[config.mk]
export PLATFORM = sky130hd
export DESIGN_NAME = lsu
export DESIGN_NICKNAME = d
export VERILOG_FILES = /design/src/rtl/lsu.sv
export SDC_FILE = /design/constraint.sdc
export NUM_CORES = 1
export LEC_CHECK = 0
export ABC_AREA = 1
export CAP_MARGIN = 0
export CELL_PAD_IN_SITES_DETAIL_PLACEMENT = 1
export CELL_PAD_IN_SITES_GLOBAL_PLACEMENT = 1
export CORE_MARGIN = 3
export CORE_UTILIZATION = 31
export CTS_BUF_LIST = sky130_fd_sc_hd__clkbuf_4 sky130_fd_sc_hd__clkbuf_8 sky130_fd_sc_hd__clkbuf_16
export CTS_CLUSTER_DIAMETER = 100
export DETAILED_ROUTE_END_ITERATION = 8
export PLACE_DENSITY_LB_ADDON = 0.1
export SKIP_CTS_REPAIR_TIMING = 1
export SKIP_LAST_GASP = 1
export SYNTH_ARGS = -nofsm -noshare
export SYNTH_HDL_FRONTEND = slang
export SYNTH_SLANG_ARGS = --single-unit
[constraint.sdc]
create_clock -name clk -period 4.4 [get_ports clk]
set_input_delay 0.88 -clock clk [delete_from_list [all_inputs] [get_ports clk]]
set_output_delay 0.88 -clock clk [all_outputs]
set_load 0.03 [all_outputs]
[src/rtl/lsu.sv]
// lsu: byte/half/word load-store unit splitting misaligned accesses into two RAM word accesses
module lsu (
  input  logic        clk,
  input  logic        rst,
  input  logic        req_valid,
  output logic        req_ready,
  input  logic        req_we,
  input  logic [31:0] req_addr,
  input  logic [1:0]  req_size,
  input  logic        req_unsigned,
  input  logic [31:0] req_wdata,
  output logic        resp_valid,
  output logic [31:0] resp_rdata,
  output logic [29:0] mem_r_addr,
  input  logic [31:0] mem_r_val,
  output logic        mem_w_enable,
  output logic [29:0] mem_w_addr,
  output logic [31:0] mem_w_val,
  output logic [3:0]  mem_byte_en
);
  typedef enum logic [1:0] {IDLE, ACC1, ACC2, RESP} state_t;
  state_t state, nxt;
  logic we, uns;
  logic [1:0] size, off;
  logic [31:0] addr, wdata, sh, ld;
  logic [63:0] lbuf, data64;
  logic [7:0] mask8;
  assign off = addr[1:0];
  assign mask8 = (size == 2'd0 ? 8'h01 : size == 2'd1 ? 8'h03 : 8'h0f) << off;
  assign data64 = {32'b0, wdata} << {off, 3'b0};
  assign sh = 32'(lbuf >> {off, 3'b0});
  assign ld = size == 2'd0 ? {{24{~uns & sh[7]}}, sh[7:0]} :
              size == 2'd1 ? {{16{~uns & sh[15]}}, sh[15:0]} : sh;
  always_comb begin
    nxt = state;
    req_ready = 1'b0;
    resp_valid = 1'b0;
    resp_rdata = '0;
    mem_r_addr = '0;
    mem_w_addr = '0;
    mem_w_enable = 1'b0;
    mem_w_val = '0;
    mem_byte_en = '0;
    case (state)
      IDLE: begin
        req_ready = ~rst;
        nxt = req_valid ? ACC1 : IDLE;
      end
      ACC1: begin
        mem_r_addr = addr[31:2];
        mem_w_addr = addr[31:2];
        mem_w_enable = we;
        mem_byte_en = we ? mask8[3:0] : 4'b0;
        mem_w_val = we ? data64[31:0] : 32'b0;
        nxt = |mask8[7:4] ? ACC2 : RESP;
      end
      ACC2: begin
        mem_r_addr = addr[31:2] + 30'd1;
        mem_w_addr = addr[31:2] + 30'd1;
        mem_w_enable = we;
        mem_byte_en = we ? mask8[7:4] : 4'b0;
        mem_w_val = we ? data64[63:32] : 32'b0;
        nxt = RESP;
      end
      default: begin
        resp_valid = 1'b1;
        resp_rdata = we ? 32'b0 : ld;
        nxt = IDLE;
      end
    endcase
  end
  always_ff @(posedge clk or posedge rst) begin
    if (rst) begin
      state <= IDLE;
      we <= 1'b0;
      uns <= 1'b0;
      size <= '0;
      addr <= '0;
      wdata <= '0;
      lbuf <= '0;
    end else begin
      state <= nxt;
      if (state == IDLE && req_valid) begin
        we <= req_we;
        uns <= req_unsigned;
        size <= req_size;
        addr <= req_addr;
        wdata <= req_wdata;
      end
      if (state == ACC1 && !we) lbuf[31:0] <= mem_r_val;
      if (state == ACC2 && !we) lbuf[63:32] <= mem_r_val;
    end
  end
endmodule

### Word-level counts from Yosys, hierarchy flattened

Cells that the tools add are included.

* register bits: 134
* logic and storage cells: 47

* add/subtract/negate cells: 1
* equal/unequal tests: 3
* shifts and indexed selects: 3
* mux-type cells: 19
* bitwise operators: 4
* reduce and logical (&&, ||, !) cells: 9

Operators by type and width (number)
* $mux W32: 6
* $pmux W32 S2: 1
* $shl A32 B5 Y64: 1
* $shr A64 B5 Y32: 1
* $pmux W30 S2: 1
* $add A30 B1 Y30 const B: 1
* $mux W4: 4
* $pmux W4 S2: 1
* $shl A4 B2 Y8: 1
* $pmux W2 S3: 1
* $mux W1: 5
* $eq A2 B1 Y1 const B: 2
* $logic_not A2 Y1: 2
* $reduce_or A4 Y1: 1
* $logic_and A1 B1 Y1: 3
* $reduce_or A3 Y1: 1
* $and A1 B1 Y1: 2
* $eq A2 B2 Y1 const B: 1
* $not A1 Y1: 2
* $reduce_or A2 Y1: 1
* $logic_not A1 Y1: 1

### Depth between registers and ports, before layout

* depth after elaboration: 7
* depth in mapped cells: 10
* mapped depth without buffers: 9

### Worst setup path after synthesis

OpenSTA, ideal clock, no wires.

* path kind: register -> output
* from: reg state[0]
* to: out mem_w_addr[3]
* arrival: 2.126 ns
* data required time: 3.520 ns
* path slack: 1.394 ns
* cell stages (with the launch flop): 8
* path buffers: 3
* cells stage by stage: dfrtp_1 > inv_1 > ha_1 > buf_2 > clkbuf_1 > a21oi_1 > nor3_1 > buf_4

* word-level cells in the longest chain between the ends: 2
* elaborated cells on any way between the ends: 3
* those cells by class: eq/ne (2); mux (1)

Ends and longest elaborated chain
* start: declaration: RTL line 22 `state_t state, nxt;`
* start signal: assignment: RTL line 82 `state <= nxt;`
* $eq A2 B2 Y1 or $eq A2 B1 Y1 (tied branches)
* $pmux W30 S2 *
* end: declaration: RTL line 17 `output logic [29:0] mem_w_addr,`

Every way passes the cells marked *; elsewhere a longest branch is shown, timed or not.

### Worst setup path in the final report

* from: reg addr[0]
* to: out resp_rdata[6]

* word-level cells in the longest chain between the ends: 5

Ends and longest elaborated chain
* start: declaration: RTL line 25 `logic [31:0] addr, wdata, sh, ld;`
* start signal: assignment: RTL line 87 `addr <= req_addr;`
* $shr A64 B5 Y32 *: RTL line 31 `assign sh = 32'(lbuf >> {off, 3'b0});`
* $mux W32: RTL line 33 `size == 2'd1 ? {{16{~uns & sh[15]}}, sh[15:0]} : sh;`
* $mux W32 *: RTL line 32 `assign ld = size == 2'd0 ? {{24{~uns & sh[7]}}, sh[7:0]} :`
* $mux W32 *: RTL line 67 `resp_rdata = we ? 32'b0 : ld;`
* $mux W32 *: RTL line 44 `case (state)`
* end: declaration: RTL line 13 `output logic [31:0] resp_rdata,`

Marked as above.

==> metrics.txt <==
crit-path max cell delay about 700 ps; antenna viol nets, final 0; Routed WL per cell 18.4 µm; Rel. slew slack between 30% and 40%; root buf cell clkbuf_16; die area between 20000 and 30000 µm²; placer congestion estimate around 0.83; fin crit share ~87%; Crit Reg-Reg Startpoint state[0]; Metal-1 WL ~15000 µm; sequential fraction of design power 23.9%; Worst-path clk slew ~70 ps; drt drc 0; Main synth FF type dfrtp_1; Sw Ratio approximately half; worst-case reg-to-reg path depth 6; Net Switching around 5000 µW; synthesized cell area 8260 µm²; commonest non-fill, non-tap cells in the layout nand2_1 (290), clkdlybuf4s50_1 (195), o21ai_0 (156); CP max-delay cell clkdlybuf4s50_1; hold path start lbuf[1]; Seq/Total Area, Yosys between 30% and 40%; pin count of the biggest net entering global routing just over 80; Final Slew Violations 0; Post-synth ARST share between 90% and 100%; hold path depth 2; chip height between 150 and 200 µm; WHS Endpoint lbuf[1]; Pwr Total 9560 µW; Syn Area/Cell roughly 6.9 µm²; Hold Vio Cnt, Final 0; CTS tree yes; P_int 4640 µW; setup skew after layout about 12 ps; Final HPWL DP 23200 µm; capture point of the worst reg-to-reg path addr[19]; GRT Util Overall between 20% and 30%; Clock Tree Buf Depth 2; power per cell area between 800 and 900 nW/µm²; top cells by area, synth dfrtp_1 (38%), nand2_1 (13%), o21ai_0 (9.5%); 1st-pass router iterations 5; worst setup path class reg2out; crit-path cells buf_4 -> buf_4 -> nand2_1 -> o21ai_0 -> o21ai_0 -> a31oi_1 -> clkdlybuf4s50_1; Hold WS between 400 and 500 ps; pre-CTS setup slack 983 ps; port bufs around 230; clock latency on the worst-skew pair 420 ps; Initial Utilization between 30% and 40%; Die W 169 µm; fin crit period 3820 ps; Worst-Margin Slew 1020 ps; Seq cells post-synth between 100 and 150; Critical Path AT about 2900 ps; Cells after Synth roughly 1200; RSZ-0062 raised after global routing false; ratio of cells with drive above 1 in the final layout ~11%; crit end category output pin; post-route cell area 11200 µm²; flop2flop setup slack between 2000 and 2500 ps; leak pwr approximately 0.005 µW; CP Max Fanout 64; I/O pins 234; first-pass GRT wire length 49300 µm; Comb pwr share roughly three fifths; Required @ worst endpoint 3520 ps; Area Overhead vs Synth 35.3%; Max Cap Viol 0; Post-synth EDFFs 0; remaining global-route overflow 0; Final setup viols 0; metal2 WL between 10000 and 15000 µm; Synth Net Count about 1300; warnings from Yosys 0; initial antenna violation count 1; diode count 0; Net count, final 1470; TritonCTS Sinks roughly 130; vias in the first global route 8625; Yosys cell types 36; row count 59; Setup crit start kind flip-flop; routed vias/inst 5.03; worst hold path type reg2reg; met3 routed WL around 1400 µm; top sig layer met5; status finished clean; H-tree depth 4; clock power share between 10 and 15%; placed cell area about 11000 µm²; commonest non-fill, non-tap cell in the layout nand2_1; Vias between 8000 and 9000; final wirelength ~31000 µm; first-iteration detailed-routing DRC count between 400 and 500; Yosys top cell by area dfrtp_1; setup ws final approximately 580 ps; Setup TNS Final 0 ps; fmax about 260 MHz; Num CTS Buffers 17; area share of the largest cell type after synthesis approximately two fifths; total core area between 20000 and 30000 µm²; VDD IR-drop max 312 µV
==> critical path, delay by kind of cell (launching register included) <==
family                 cells  cell delay (ps)
and+or+nand+nor            1               90
AOI/OAI and AO/OA          3              410
DFF                        1              360
buffers and inverters      3             1630
==> cell type report <==
cell class | instances | area [µm²]
inverter | 110 | 415
multi-input combinational | 856 | 4160
clock inverter | 15 | 150
tap | 335 | 419
clock buffer | 17 | 425
sequential | 126 | 3150
fill | 3285 | 15000
timing repair buffer | 251 | 2450
==> how the worst max path moves through the flow <==
stage	slack, ps	from	cells after the start	to
after floorplan	160	rst	1	addr[0]
after global placement	1070	addr[0]	7	resp_rdata[6]
after detailed placement	980	state[1]	6	mem_w_addr[3]
after CTS	530	state[0]	9	mem_w_val[9]
after global routing	190	state[0]	9	mem_w_val[9]
final	580	addr[0]	7	resp_rdata[6]
==> cell families after synthesis <==
kind of cell	Yosys count	synth area share (%)
simple gates	496	24.1
compound gates	322	20.9
flops	126	38.2
buf+inv	208	11.6
mux	33	4.48
fa+ha+maj	5	0.757
==> registers in the layout (all words and copies together), names as in the netlist <==
| name | count |
|---|---|
| addr | 32 |
| lbuf | 56 |
| size | 2 |
| state | 2 |
| uns | 1 |
| wdata | 32 |
| we | 1 |
==> routing by layer <==
layer / up-vias / track usage, %
li1: 4209 / -
met4: 2 / 4.02
met1: 4166 / 30.7
met2: 213 / 35.6
met3: 17 / 3.68
met5: - / 0
==> stage by stage <==
step	instances	util (%)
CTS	1710	42.8
global route	1710	42.8
detailed placement	1678	40.5
floorplan	1190	-
finish	1710	42.8
global placement	1678	40.5
==> cell usage after synthesis, types with 5 or more instances <==
| master | number |
|---|---|
| nor3_1 | 5 |
| o21ai_0 | 156 |
| mux2_2 | 32 |
| nand2_1 | 292 |
| dfrtp_1 | 126 |
| a21oi_1 | 118 |
| buf_2 | 26 |
| o22ai_1 | 11 |
| a22oi_1 | 5 |
| buf_4 | 34 |
| a31oi_1 | 9 |
| nor2_2 | 17 |
| nand3_1 | 40 |
| ha_1 | 5 |
| clkbuf_1 | 31 |
| o221a_2 | 8 |
| inv_1 | 107 |
| buf_1 | 5 |
| o21ai_1 | 6 |
| nor2_1 | 136 |
==> power groups by stage <==
stage / Sequential [µW] / Clock, µW / Combinational, µW
floorplan: 2080 / 0 / 4120
global placement: 2280 / 0 / 5820
detailed placement: 2290 / 0 / 5890
CTS: 2280 / 1440 / 5920
global route: 2370 / 1490 / 6450
finish: 2280 / 1410 / 5870
No activity file was read; power rests on OpenSTA's default activity.
